`src/rtl/mc_ctrl_pkg.sv`:
```
// Shared types and encodings for the multicycle RV32I controller.
// Optional memory wait-state handshake is selected by MEM_HANDSHAKE_EN (see multicycle_controller).
package mc_ctrl_pkg;

  typedef enum logic [3:0] {
    S_FETCH    = 4'd0,
    S_DECODE   = 4'd1,
    S_MEMADR   = 4'd2,
    S_MEMREAD  = 4'd3,
    S_MEMWB    = 4'd4,
    S_MEMWRITE = 4'd5,
    S_EXECR    = 4'd6,
    S_EXECI    = 4'd7,
    S_EXECU    = 4'd8,
    S_JAL      = 4'd9,
    S_ALUWB    = 4'd10,
    S_BRANCH   = 4'd11,
    S_TRAP     = 4'd12
  } statetype;

  localparam logic [6:0] OP_R     = 7'b0110011;
  localparam logic [6:0] OP_I     = 7'b0010011;
  localparam logic [6:0] OP_LW    = 7'b0000011;
  localparam logic [6:0] OP_SW    = 7'b0100011;
  localparam logic [6:0] OP_BR    = 7'b1100011;
  localparam logic [6:0] OP_JAL   = 7'b1101111;
  localparam logic [6:0] OP_LUI   = 7'b0110111;
  localparam logic [6:0] OP_AUIPC = 7'b0010111;

  localparam logic [3:0] ALU_ADD  = 4'b0000;
  localparam logic [3:0] ALU_SUB  = 4'b0001;
  localparam logic [3:0] ALU_AND  = 4'b0010;
  localparam logic [3:0] ALU_OR   = 4'b0011;
  localparam logic [3:0] ALU_XOR  = 4'b0100;
  localparam logic [3:0] ALU_SLT  = 4'b0101;
  localparam logic [3:0] ALU_SLTU = 4'b0110;
  localparam logic [3:0] ALU_SLL  = 4'b0111;
  localparam logic [3:0] ALU_SRL  = 4'b1000;
  localparam logic [3:0] ALU_SRA  = 4'b1001;

  localparam logic [1:0] ALUOP_ADD = 2'b00;
  localparam logic [1:0] ALUOP_BR  = 2'b01;
  localparam logic [1:0] ALUOP_FN  = 2'b10;

  localparam logic [2:0] IMM_I = 3'b000;
  localparam logic [2:0] IMM_S = 3'b001;
  localparam logic [2:0] IMM_B = 3'b010;
  localparam logic [2:0] IMM_J = 3'b011;
  localparam logic [2:0] IMM_U = 3'b100;

  localparam logic [1:0] SRCA_PC    = 2'b00;
  localparam logic [1:0] SRCA_OLDPC = 2'b01;
  localparam logic [1:0] SRCA_RD1   = 2'b10;
  localparam logic [1:0] SRCA_ZERO  = 2'b11;

  localparam logic [1:0] SRCB_RD2  = 2'b00;
  localparam logic [1:0] SRCB_IMM  = 2'b01;
  localparam logic [1:0] SRCB_FOUR = 2'b10;

  localparam logic [1:0] RES_ALUOUT    = 2'b00;
  localparam logic [1:0] RES_DATA      = 2'b01;
  localparam logic [1:0] RES_ALURESULT = 2'b10;

  // Reduced branch set keeps only beq/bne; 010/011 are never valid branches.
  function automatic logic branch_ok(input logic [2:0] f3, input logic full);
    if (full) return (f3 != 3'b010) && (f3 != 3'b011);
    else      return f3[2:1] == 2'b00;
  endfunction

endpackage

```
`src/rtl/mc_aludec.sv`:
```
// ALU decoder: maps ALUOp, op[5], funct3 and funct7b5 onto the 4-bit ALU control code.
module mc_aludec
  import mc_ctrl_pkg::*;
(
  input  logic [1:0] aluop,
  input  logic       op5,
  input  logic [2:0] funct3,
  input  logic       funct7b5,
  output logic [3:0] alucontrol
);

  always_comb begin
    alucontrol = ALU_ADD;
    case (aluop)
      ALUOP_BR: begin
        case (funct3[2:1])
          2'b10:   alucontrol = ALU_SLT;
          2'b11:   alucontrol = ALU_SLTU;
          default: alucontrol = ALU_SUB;
        endcase
      end
      ALUOP_FN: begin
        case (funct3)
          // op5 distinguishes R-type sub from addi, whose bit 30 is immediate data
          3'b000:  alucontrol = (op5 & funct7b5) ? ALU_SUB : ALU_ADD;
          3'b001:  alucontrol = ALU_SLL;
          3'b010:  alucontrol = ALU_SLT;
          3'b011:  alucontrol = ALU_SLTU;
          3'b100:  alucontrol = ALU_XOR;
          3'b101:  alucontrol = funct7b5 ? ALU_SRA : ALU_SRL;
          3'b110:  alucontrol = ALU_OR;
          default: alucontrol = ALU_AND;
        endcase
      end
      default: alucontrol = ALU_ADD;
    endcase
  end

endmodule

```
`src/rtl/multicycle_controller.sv`:
```
// Moore FSM control unit for the multicycle RV32I core with a single shared memory port.
// Define MEM_HANDSHAKE_EN to make fetch and memory states wait for MemReady.
module multicycle_controller
  import mc_ctrl_pkg::*;
#(
  parameter bit FULL_BRANCH = 1'b1,
  parameter bit SUPPORT_U   = 1'b1
) (
  input  logic       clk,
  input  logic       reset,
  input  logic [6:0] op,
  input  logic [2:0] funct3,
  input  logic       funct7b5,
  input  logic       Zero,
  input  logic       Lt,
  input  logic       Ltu,
  input  logic       MemReady,
  output logic       PCWrite,
  output logic       AdrSrc,
  output logic       MemWrite,
  output logic       IRWrite,
  output logic       RegWrite,
  output logic [1:0] ResultSrc,
  output logic [1:0] ALUSrcA,
  output logic [1:0] ALUSrcB,
  output logic [2:0] ImmSrc,
  output logic [3:0] ALUControl,
  output logic       Illegal
);

  statetype   state, next;
  logic       mem_ok;
  logic       pcw, irw, mw, rw, taken;
  logic [1:0] aluop;

`ifdef MEM_HANDSHAKE_EN
  assign mem_ok = MemReady;
`else
  assign mem_ok = 1'b1 | MemReady;
`endif

  always_ff @(posedge clk or posedge reset) begin
    if (reset) state <= S_FETCH;
    else       state <= next;
  end

  always_comb begin
    case (funct3)
      3'b000:  taken = Zero;
      3'b001:  taken = ~Zero;
      3'b100:  taken = Lt;
      3'b101:  taken = ~Lt;
      3'b110:  taken = Ltu;
      3'b111:  taken = ~Ltu;
      default: taken = 1'b0;
    endcase
  end

  always_comb begin
    next      = state;
    pcw       = 1'b0;
    irw       = 1'b0;
    mw        = 1'b0;
    rw        = 1'b0;
    AdrSrc    = 1'b0;
    ResultSrc = RES_ALUOUT;
    ALUSrcA   = SRCA_PC;
    ALUSrcB   = SRCB_RD2;
    ImmSrc    = IMM_I;
    aluop     = ALUOP_ADD;
    Illegal   = 1'b0;
    case (state)
      S_FETCH: begin
        ALUSrcB   = SRCB_FOUR;
        ResultSrc = RES_ALURESULT;
        irw       = mem_ok;
        pcw       = mem_ok;
        if (mem_ok) next = S_DECODE;
      end
      S_DECODE: begin
        ALUSrcA = SRCA_OLDPC;
        ALUSrcB = SRCB_IMM;
        ImmSrc  = IMM_B;
        case (op)
          OP_LW, OP_SW:     next = S_MEMADR;
          OP_R:             next = S_EXECR;
          OP_I:             next = S_EXECI;
          OP_JAL:           next = S_JAL;
          OP_BR:            next = branch_ok(funct3, FULL_BRANCH) ? S_BRANCH : S_TRAP;
          OP_LUI, OP_AUIPC: next = SUPPORT_U ? S_EXECU : S_TRAP;
          default:          next = S_TRAP;
        endcase
      end
      S_MEMADR: begin
        ALUSrcA = SRCA_RD1;
        ALUSrcB = SRCB_IMM;
        ImmSrc  = op[5] ? IMM_S : IMM_I;
        next    = op[5] ? S_MEMWRITE : S_MEMREAD;
      end
      S_MEMREAD: begin
        AdrSrc = 1'b1;
        if (mem_ok) next = S_MEMWB;
      end
      S_MEMWB: begin
        ResultSrc = RES_DATA;
        rw        = 1'b1;
        next      = S_FETCH;
      end
      S_MEMWRITE: begin
        AdrSrc = 1'b1;
        mw     = 1'b1;
        if (mem_ok) next = S_FETCH;
      end
      S_EXECR: begin
        ALUSrcA = SRCA_RD1;
        aluop   = ALUOP_FN;
        next    = S_ALUWB;
      end
      S_EXECI: begin
        ALUSrcA = SRCA_RD1;
        ALUSrcB = SRCB_IMM;
        aluop   = ALUOP_FN;
        next    = S_ALUWB;
      end
      S_EXECU: begin
        ALUSrcA = op[5] ? SRCA_ZERO : SRCA_OLDPC;
        ALUSrcB = SRCB_IMM;
        ImmSrc  = IMM_U;
        next    = S_ALUWB;
      end
      S_JAL: begin
        ALUSrcA = SRCA_OLDPC;
        ALUSrcB = SRCB_FOUR;
        ImmSrc  = IMM_J;
        pcw     = 1'b1;
        next    = S_ALUWB;
      end
      S_ALUWB: begin
        rw   = 1'b1;
        next = S_FETCH;
      end
      S_BRANCH: begin
        ALUSrcA = SRCA_RD1;
        ImmSrc  = IMM_B;
        aluop   = ALUOP_BR;
        pcw     = taken;
        next    = S_FETCH;
      end
      S_TRAP: Illegal = 1'b1;
      default: next = S_FETCH;
    endcase
  end

  // Enables are gated by reset so an aborted instruction never writes state.
  assign PCWrite  = pcw & ~reset;
  assign IRWrite  = irw & ~reset;
  assign MemWrite = mw  & ~reset;
  assign RegWrite = rw  & ~reset;

  mc_aludec u_aludec (
    .aluop      (aluop),
    .op5        (op[5]),
    .funct3     (funct3),
    .funct7b5   (funct7b5),
    .alucontrol (ALUControl)
  );

endmodule
```
`config.mk`:
```
export PLATFORM = sky130hd
export DESIGN_NAME = multicycle_controller
export DESIGN_NICKNAME = d
export VERILOG_FILES = /design/src/rtl/mc_ctrl_pkg.sv /design/src/rtl/mc_aludec.sv /design/src/rtl/multicycle_controller.sv
export SDC_FILE = /design/constraint.sdc
export NUM_CORES = 1
export LEC_CHECK = 0
export BUFFER_PORTS_ARGS = -buffer_cell sky130_fd_sc_hd__buf_4
export CORE_MARGIN = 2
export CORE_UTILIZATION = 47
export CTS_CLUSTER_DIAMETER = 50
export DETAILED_ROUTE_END_ITERATION = 10
export GPL_ROUTABILITY_DRIVEN = 0
export PLACE_DENSITY = 0.88
export SLEW_MARGIN = 10
export SYNTH_ARGS = -nofsm -noshare
export SYNTH_HDL_FRONTEND = slang
export SYNTH_HIERARCHICAL = 1
export SYNTH_SLANG_ARGS = --single-unit
```
`constraint.sdc`:
```
create_clock -name clk -period 3.5 [get_ports clk]
set_input_delay 0.35 -clock clk [delete_from_list [all_inputs] [get_ports clk]]
set_output_delay 0.35 -clock clk [all_outputs]
set_load 0.01 [all_outputs]
```
==> results.toml, run 1 <==
[outcome]
status = "finished clean"

[route]
vias = 875
wirelength_um = 1882
drtIter0Drc = 25
drcViolationCount = 0
drt_pass1_iterations = 4
wl_per_cell_um = 12.30
ant_nets = 0
avgViaCountPerCell = 5.719

[critical_path]
path_class = "reg2out"
cp-end-kind = "output pin"
worst-path-max-fanout = 14
arrival_ns = 2.27
start_kind = "register"
crit_required_ns = 3.15

[global_route]
overflow = 0
grt_antenna_before_repair = 0
grt_pass1_wl_um = 3049
grt_max_degree = 16
grtUsageTotal_pct = 21.52
grt_pass1_vias = 753

[finish]
n_antenna_cell = 0
regMostFlops = "state"
nNetsFinal = 159
syn_to_final_growth_pct = 40.11
drive_gt1_share_pct = 27.54
largest_reg_flops = 4
top_regs = "state x4"

[cts]
clk_pin_slew_ns = 0.04
clockBufferDepth = 2
cts.htree.levels = 1
cts_sinks = 4
ctsResizeCount = 0
numCtsBuffers = 3
cts_tree = "built"
worstSkewPairLatency_ns = 0.24
cts-hold-fix-buffers = 0
clock-root-buffer = "clkbuf_4"
cts_setup_buffers = 0

[logic_synthesis]
muxShareOfSynthArea_pct = 3.085
syn-num-nets = 125
synth_common_cells = "15 x nor2_1, 10 x nand2_1, 7 x a21oi_1"
synthDistinctLibCells = 40
yosysMostFrequentCell = "nor2_1"
synth.area.top_cells = "dfrtp_1 15%, nor2_1 8.2%, nand2_1 5.4%"
yosys_warnings = 6
synth.cell_area_um2 = 689.4
synth-xor-area-share_pct = 2.541
synth_top_flop_cell = "dfrtp_1"
synth-simple-area-share_pct = 41.20
synth-adder-area-share_pct = 3.630
synth_top_family_by_area = "simple AND/OR/NAND/NOR gates"
synth_compound_area_share_pct = 28.86
synth_area_per_cell_um2 = 6.504
ys_ff_latch = 4
synth-seq-area-share_pct = 14.52
async_flop_share_pct = 100.0
synth_top_area_cell = "dfrtp_1"
synth_edf_count = 0
syn_inst = 106
netlist.area_leader.share_pct = 14.52

[sta]
fmaxAchievable_mhz = 382.1
period_needed_ns = 2.617
rsz0062_at_grt = "no"
slew_viol_final = 0
tns_ns = 0
final-setup-viol-count = 0
tightest_slew_ns = 0.4318
clock_skew_ns = 0.004928
hold_violations = 0
maxSlewHeadroom_pct = 70.47
setup_slack_ns = 0.8828
fin_crit_sh_pct = 74.78

[placed_design]
io_buffer_count = 34
place_hpwl_um = 1454
dp_slack_ns = 1.181

[power_and_ir_drop]
power_density_nw_per_um2 = 631.2
ir_worst_vdd_uv = 337.6
p_leak_nw = 0.4484

[die]
core_area_um2 = 1334
rows = 13
start_util_pct = 51.69
die_x_um = 42.30
io_pins = 36
dieArea_um2 = 1789
die_h_um = 42.30

[hold_path]
hold_path_class = "in2async"

[job]
max_cap_violations = 0
-- area by class of cell --
class,count,area (µm²)
inverter,6,22.52
tap,15,18.77
fill,132,367.9
timing repair buffer,34,255.2
multi-input combinational,91,546.8
clock buffer,3,22.52
sequential,4,100.1
-- power by group --
group	internal, mW	switching, mW
registers	0.0669	0.0665
logic	0.209	0.209
clock network	0.0384	0.0195
-- layout by cell type (no fill, tap or decap), types with 3 or more instances in the layout --
cell type	Yosys	final
o211ai_1	3	3
inv_1	6	6
clkbuf_4	0	3
nand2_1	10	10
o21ai_0	4	4
nor3_1	5	5
a21oi_1	7	7
nor2_1	15	15
buf_4	0	34
nor2b_1	4	4
nand2b_1	5	5
dfrtp_1	4	4
and2_1	3	3
-- metrics by stage --
| stage | total power [mW] | cells | area, µm² | utilization, % | hold WS (ns) |
|---|---|---|---|---|---|
| floorplan | 0.3833 | 106 | 689.4 | - | 0.1295 |
| global placement | 0.5387 | 150 | 943.4 | 70.73 | 0.2829 |
| detailed placement | 0.5481 | 150 | 943.4 | 70.73 | 0.2845 |
| CTS | 0.6092 | 153 | 965.9 | 72.42 | 0.03462 |
| global route | 0.6605 | 153 | 965.9 | 72.42 | 0.04901 |
| finish | 0.6097 | 153 | 965.9 | 72.42 | 0.03421 |
-- per-layer routing --
layer	track usage [%]	share of wire, %	up-vias
li1	-	-	450
met1	25.06	42	388
met2	36.62	50	33
met3	4.310	5.8	4
met4	11.25	1.3	0
met5	0	0	-
-- final timing paths --
check | from | to | slack, ns | depth (start not counted)
min reg2reg | state[1]$_DFFE_PP0N_ | state[3]$_DFFE_PP0N_ | 0.64 | 1
max in group asynchronous | reset | state[2]$_DFFE_PP0N_ | 3.28 | 2
max reg2reg | state[2]$_DFFE_PP0N_ | state[1]$_DFFE_PP0N_ | 1.93 | 3
max | state[3]$_DFFE_PP0N_ | ALUControl[0] | 0.88 | 6
min in group clk | op[4] | state[1]$_DFFE_PP0N_ | 0.47 | 3
min | reset | state[0]$_DFFE_PP0N_ | 0.03 | 2
-- worst max-delay path, stage by stage (launching register included) --
cell	delay (ns)
dfrtp_1	0.52
nor2b_1	0.34
and2_1	0.24
ha_1	0.30
or3b_1	0.36
o22ai_1	0.12
buf_4	0.15
-- cells by family (layout without fill, tap and decap cells) --
| kind of cell | count (synthesis) | in the layout |
|---|---|---|
| AO/OA/AOI/OAI | 30 | 30 |
| XOR/XNOR | 2 | 2 |
| adder cells (fa/ha/maj) | 2 | 2 |
| buffers and inverters | 11 | 43 |
| flip-flops | 4 | 4 |
| multiplexers | 2 | 2 |
| AND/OR/NAND/NOR | 55 | 55 |
Note: power is estimated with default switching activity, not from simulation.
==> run 2, diff against run 1 <==
--- a/config.mk
+++ b/config.mk
@@ -7,11 +7,11 @@
 export LEC_CHECK = 0
 export BUFFER_PORTS_ARGS = -buffer_cell sky130_fd_sc_hd__buf_4
 export CORE_MARGIN = 2
-export CORE_UTILIZATION = 47
+export CORE_UTILIZATION = 40
 export CTS_CLUSTER_DIAMETER = 50
 export DETAILED_ROUTE_END_ITERATION = 10
 export GPL_ROUTABILITY_DRIVEN = 0
-export PLACE_DENSITY = 0.88
+export PLACE_DENSITY = 0.8
 export SLEW_MARGIN = 10
 export SYNTH_ARGS = -nofsm -noshare
 export SYNTH_HDL_FRONTEND = slang
==> constraint.sdc (replaced) <==
create_clock -name clk -period 2.35 [get_ports clk]
set_input_delay 0.235 -clock clk [delete_from_list [all_inputs] [get_ports clk]]
set_output_delay 0.235 -clock clk [all_outputs]
set_load 0.01 [all_outputs]
==> run 2 against run 1 <==
Largest power group unchanged. Sequential power is 9% higher. The run now ends with design-rule violations left. Flip-flop and latch count did not move. Clock skew decreased by 0.0016 ns. Sequential share of layout area decreased by 0.42 points. Cell area is 6.9% higher.
==> results.toml, run 2 (same netlist as run 1, synthesis figures left out) <==
[outcome]
status = "finished with violations"
violations = "design-rule violations"

[critical_path]
timing.rr.end = "state[1]$_DFFE_PP0N_"
worstPathCellList = "nand2_1, nor2_4, inv_1, ha_1, or3b_1, o22ai_1, buf_4"
crit_required_ns = 2.12
worst-path-max-fanout = 7
critPathSlowestCell = "dfrtp_2"
reg2reg_slack_ns = 0.78
rr_worst_depth = 4
cp-end-kind = "output pin"
slowest_delay_ns = 0.43
rr_startpoint = "state[2]$_DFFE_PP0N_"
path_class = "reg2out"
arrival_ns = 2.00
start_kind = "register"

[placed_design]
dp_cells = 154
dp_slack_ns = 0.1832
io_buffer_count = 34
place_hpwl_um = 1487
placed_area_um2 = 967.2

[hold_path]
hold_end = "state[1]$_DFFE_PP0N_"
hold_start = "op[4]"
hold_path_class = "in2reg"
hold_depth = 3

[route]
avgViaCountPerCell = 5.469
drtIter0Drc = 18
wirelength_um = 1897
drcViolationCount = 1
ant_nets = 0
wl_per_cell_um = 11.86
drt_pass1_iterations = 7
vias = 875

[power_and_ir_drop]
p_int_mw = 0.5286
p_leak_nw = 0.4786
ir_worst_vdd_uv = 500.5
p_clk_share_pct = 8.7
pwr-share-seq_pct = 14.7
power_frac_comb_pct = 76.6
p_sw_mw = 0.4624
finalPower_mw = 0.9910
power_density_nw_per_um2 = 960.1
switching_share_pct = 46.66

[finish]
largest_reg_flops = 4
drive_gt1_share_pct = 32.64
regMostFlops = "state"
syn_to_final_growth_pct = 49.73
nNetsFinal = 165
top_regs = "state x4"
layout_commonest_cell = "buf_4"
fin_util_pct = 66.21
most-common-layout-cells = "39 x buf_4, 14 x nor2_1, 10 x nand2_1"
stdcell_count = 160
fillers = 140
final-seq-area_um2 = 102.6
n_antenna_cell = 0
postLayoutCellArea_um2 = 1032
multi_input_area_um2 = 561.8

[sta]
hold_violations = 0
final-setup-viol-count = 0
maxSlewHeadroom_pct = 70.18
clock_skew_ns = 0.003343
fmaxAchievable_mhz = 446.6
slew_viol_final = 0
fin_crit_sh_pct = 95.29
setup_slack_ns = 0.1106
period_needed_ns = 2.239
tightest_slew_ns = 0.4360

[cts]
cts_sinks = 4
clk_pin_slew_ns = 0.04
cts.htree.levels = 1
numCtsBuffers = 3
clock-root-buffer = "clkbuf_4"
clockBufferDepth = 2
cts_tree = "built"
worstSkewPairLatency_ns = 0.24

[die]
core_area_um2 = 1559
die_x_um = 45.52
rows = 14
start_util_pct = 44.22
io_pins = 36
dieArea_um2 = 2072
die_h_um = 45.52

[global_route]
grt_max_degree = 15
grt_antenna_before_repair = 0
grt_pass1_vias = 698
overflow = 0
grt_pass1_wl_um = 2939
grtUsageTotal_pct = 18.91

[job]
max_cap_violations = 0
run 2: cell count changes in the layout (fill, tap and decap cells not counted):
cell | before | now
dfrtp_1 | 4 | 2
dlygate4sd3_1 | 0 | 1
buf_4 | 34 | 39
nor2_4 | 0 | 1
dfrtp_2 | 0 | 2
nor2b_1 | 4 | 3
nor2b_4 | 0 | 1
nor2_1 | 15 | 14
run 2: per-stage QoR:
stage / TNS (ns) / hold slack [ns]
after floorplan: 0 / 0.01445
after global routing: -0.003701 / 0.3925
after global placement: 0 / 0.1755
after detailed placement: 0 / 0.1765
after CTS: 0 / 0.3406
final: 0 / 0.3416
run 2: worst max-delay path, delay by kind of cell, from the launching register on:
family / cells / cell delay (ns)
AND/OR/NAND/NOR: 3 / 0.65
flip-flops: 1 / 0.43
adder cells (fa/ha/maj): 1 / 0.35
buffers and inverters: 2 / 0.21
AO/OA/AOI/OAI: 1 / 0.12
run 2: repair_timing:
item	4_1_cts	5_1_grt
hold buffers	1	0
resized for setup	2	4
endpoints found under the hold margin	4	0
setup buffers	0	2
endpoints found under the setup margin	1	1
run 2: worst max-delay path by stage:
stage | startpoint | slack (ns) | depth (start not counted) | to
floorplan | state[3]$_DFFE_PP0N_ | 0.26 | 7 | ALUControl[0]
global placement | state[1]$_DFFE_PP0N_ | 0.23 | 6 | ALUControl[0]
detailed placement | state[1]$_DFFE_PP0N_ | 0.18 | 6 | ALUControl[0]
CTS | state[3]$_DFFE_PP0N_ | 0.01 | 7 | ALUControl[0]
global route | state[3]$_DFFE_PP0N_ | -0.004 | 7 | ALUControl[0]
finish | state[3]$_DFFE_PP0N_ | 0.11 | 7 | ALUControl[0]
run 2: power by group through the flow:
| stage | Sequential (mW) | Clock [mW] | Combinational, mW |
|---|---|---|---|
| after floorplan | 0.122 | 0 | 0.449 |
| after global placement | 0.137 | 0 | 0.697 |
| after detailed placement | 0.138 | 0 | 0.711 |
| after CTS | 0.142 | 0.0880 | 0.717 |
| after global routing | 0.151 | 0.0937 | 0.832 |
| final | 0.145 | 0.0863 | 0.759 |
run 2: layer usage:
metal	up-vias	track usage, %	wire, µm
met5	-	0	0
met4	0	3.529	8
met3	3	5.556	135
met2	28	30.99	905
met1	381	24.52	847
li1	463	-	-
run 2: final cells by class:
class                   instances  share of cell area, %
clock buffers                   3                  2.182
multi-input cells              91                  54.42
well taps                      16                  1.939
inverters                       6                  2.182
repair buffers                 40                  29.33
flip-flops and latches          4                  9.939
==> run 3, diff against run 2 <==
==> constraint.sdc (replaced) <==
create_clock -name clk -period 2.35 [get_ports clk]
set_input_delay 0.47 -clock clk [delete_from_list [all_inputs] [get_ports clk]]
set_output_delay 0.47 -clock clk [all_outputs]
set_load 0.01 [all_outputs]
==> run 3 against run 2 <==
The run still ends with design-rule violations left. Clock skew about the same. Clock power down 2%. Non-clock buffer count up 6. Final cell count up 3.8%. Largest cell class unchanged. Largest power group unchanged. Sequential power about the same. Register-to-register slack worse by 0.12 ns. Cell area up 7.5%. Sequential share of layout area down 0.69 points. Fmax down 3.7%. Highest routed layer is now met3.
==> results.toml, run 3 (same netlist as run 1, synthesis figures left out) <==
[cts]
cts-hold-fix-buffers = 0
numCtsBuffers = 3
clk_pin_slew_ns = 0.04
cts.htree.levels = 1
cts_sinks = 4
cts_tree = "built"
clock-root-buffer = "clkbuf_4"
clockBufferDepth = 2
worstSkewPairLatency_ns = 0.24

[sta]
period_needed_ns = 2.326
tightest_slew_ns = 0.4242
setup_slack_ns = 0.02419
clock_skew_ns = 0.003623
maxSlewHeadroom_pct = 70.99
hold_violations = 0
fin_crit_sh_pct = 98.97
fmaxAchievable_mhz = 430.0
slew_viol_final = 0
rsz0062_at_grt = "yes"
final-setup-viol-count = 0

[route]
drt_pass1_iterations = 7
avgViaCountPerCell = 5.765
wl_per_cell_um = 13.15
drtIter0Drc = 19
wirelength_um = 2183
drcViolationCount = 1
ant_nets = 0
vias = 957

[global_route]
grt_max_degree = 15
grt_antenna_before_repair = 0
grt_util_met3_pct = 6.746
grt_util_met2_pct = 39.72
use_met1_pct = 24.82
grt_pass1_vias = 836
grtUsageTotal_pct = 22.01
overflow = 0
grt_pass1_wl_um = 3408
top_usage_layer = "met2"

[critical_path]
cp-end-kind = "output pin"
rr_startpoint = "state[3]$_DFFE_PP0N_"
crit_required_ns = 1.88
timing.rr.end = "state[1]$_DFFE_PP0N_"
worst-path-max-fanout = 7
reg2reg_slack_ns = 0.66
rr_worst_depth = 5
path_class = "reg2out"
start_kind = "register"
arrival_ns = 1.86

[finish]
syn_to_final_growth_pct = 60.98
largest_reg_flops = 4
regMostFlops = "state"
nNetsFinal = 171
layout_commonest_cell = "buf_4"
fin_util_pct = 71.19
top_regs = "state x4"
most-common-layout-cells = "46 x buf_4, 14 x nor2_1, 9 x nand2_1"
multi_input_area_um2 = 596.8
final-seq-area_um2 = 102.6
n_antenna_cell = 0
fillers = 131
postLayoutCellArea_um2 = 1110
drive_gt1_share_pct = 40.67

[power_and_ir_drop]
p_sw_mw = 0.4931
switching_share_pct = 45.71
p_int_mw = 0.5857
pwr-share-seq_pct = 13.4
power_frac_comb_pct = 78.7
power_density_nw_per_um2 = 972.1
p_clk_share_pct = 7.9
ir_worst_vdd_uv = 464.6
p_leak_nw = 0.5173
finalPower_mw = 1.079

[die]
rows = 14
io_pins = 36
die_x_um = 45.52
dieArea_um2 = 2072
start_util_pct = 44.22
core_area_um2 = 1559
die_h_um = 45.52

[hold_path]
hold_path_class = "in2async"

[placed_design]
io_buffer_count = 34
dp_slack_ns = 0.03026
place_hpwl_um = 1636
placed_area_um2 = 997.2

[outcome]
status = "finished with violations"
violations = "design-rule violations"

[job]
max_cap_violations = 0
[run 3: per-stage QoR]
stage | TNS, ns | instances | hold slack (ns)
after detailed placement | 0 | 158 | 0.4152
after global routing | -0.04389 | 166 | 0.1654
final | 0 | 166 | 0.1611
after floorplan | 0 | 106 | 0.2495
after CTS | 0 | 162 | 0.1703
after global placement | 0 | 158 | 0.4074
[run 3: critical path, cell delays in order (launching register included)]
cell and delay (ns):
dfrtp_2 0.44, nand2_2 0.09, nor2_2 0.12, inv_1 0.08
ha_4 0.24, or3b_1 0.39, o22ai_2 0.12, buf_4 0.13
[run 3: what timing repair did]
item                                   4_1_cts  5_1_grt
pin swaps                                    0        3
setup buffers                                1        4
setup endpoints to repair                    4        3
endpoints found under the hold margin        0        0
gates resized for setup                      7        7
[run 3: how the worst max path moves through the flow]
stage	startpoint	end	slack, ns	cells past startpoint
2_1_floorplan	state[3]$_DFFE_PP0N_	ALUControl[0]	0.02	7
3_3_place_gp	state[3]$_DFFE_PP0N_	ALUControl[0]	0.12	6
3_5_place_dp	state[3]$_DFFE_PP0N_	ALUControl[3]	0.03	6
4_1_cts	state[3]$_DFFE_PP0N_	ALUControl[0]	0.01	7
5_1_grt	state[3]$_DFFE_PP0N_	ALUControl[0]	-0.04	7
6_report	state[3]$_DFFE_PP0N_	ALUControl[0]	0.02	7
[run 3: cell type report]
type / count / share of cell area, %
Multi-Input combinational cell: 91 / 53.78
Timing Repair Buffer: 46 / 31.12
Sequential cell: 4 / 9.245
Clock buffer: 3 / 2.029
Inverter: 6 / 2.029
Tap cell: 16 / 1.804
[run 3: power groups by stage]
stage	clock (mW)	sequential (mW)	combinational [mW]
floorplan	0	0.122	0.449
global placement	0	0.127	0.738
finish	0.0848	0.145	0.849
detailed placement	0	0.129	0.761
global route	0.0964	0.148	0.931
CTS	0.0844	0.135	0.791
[run 3: layer usage]
metal / wire (µm) / vias to the layer above / part of all wire (%)
li1: - / 473 / -
met1: 886 / 442 / 41
met2: 1147 / 42 / 53
met3: 149 / 0 / 6.8
met4: 0 / 0 / 0
met5: 0 / - / 0
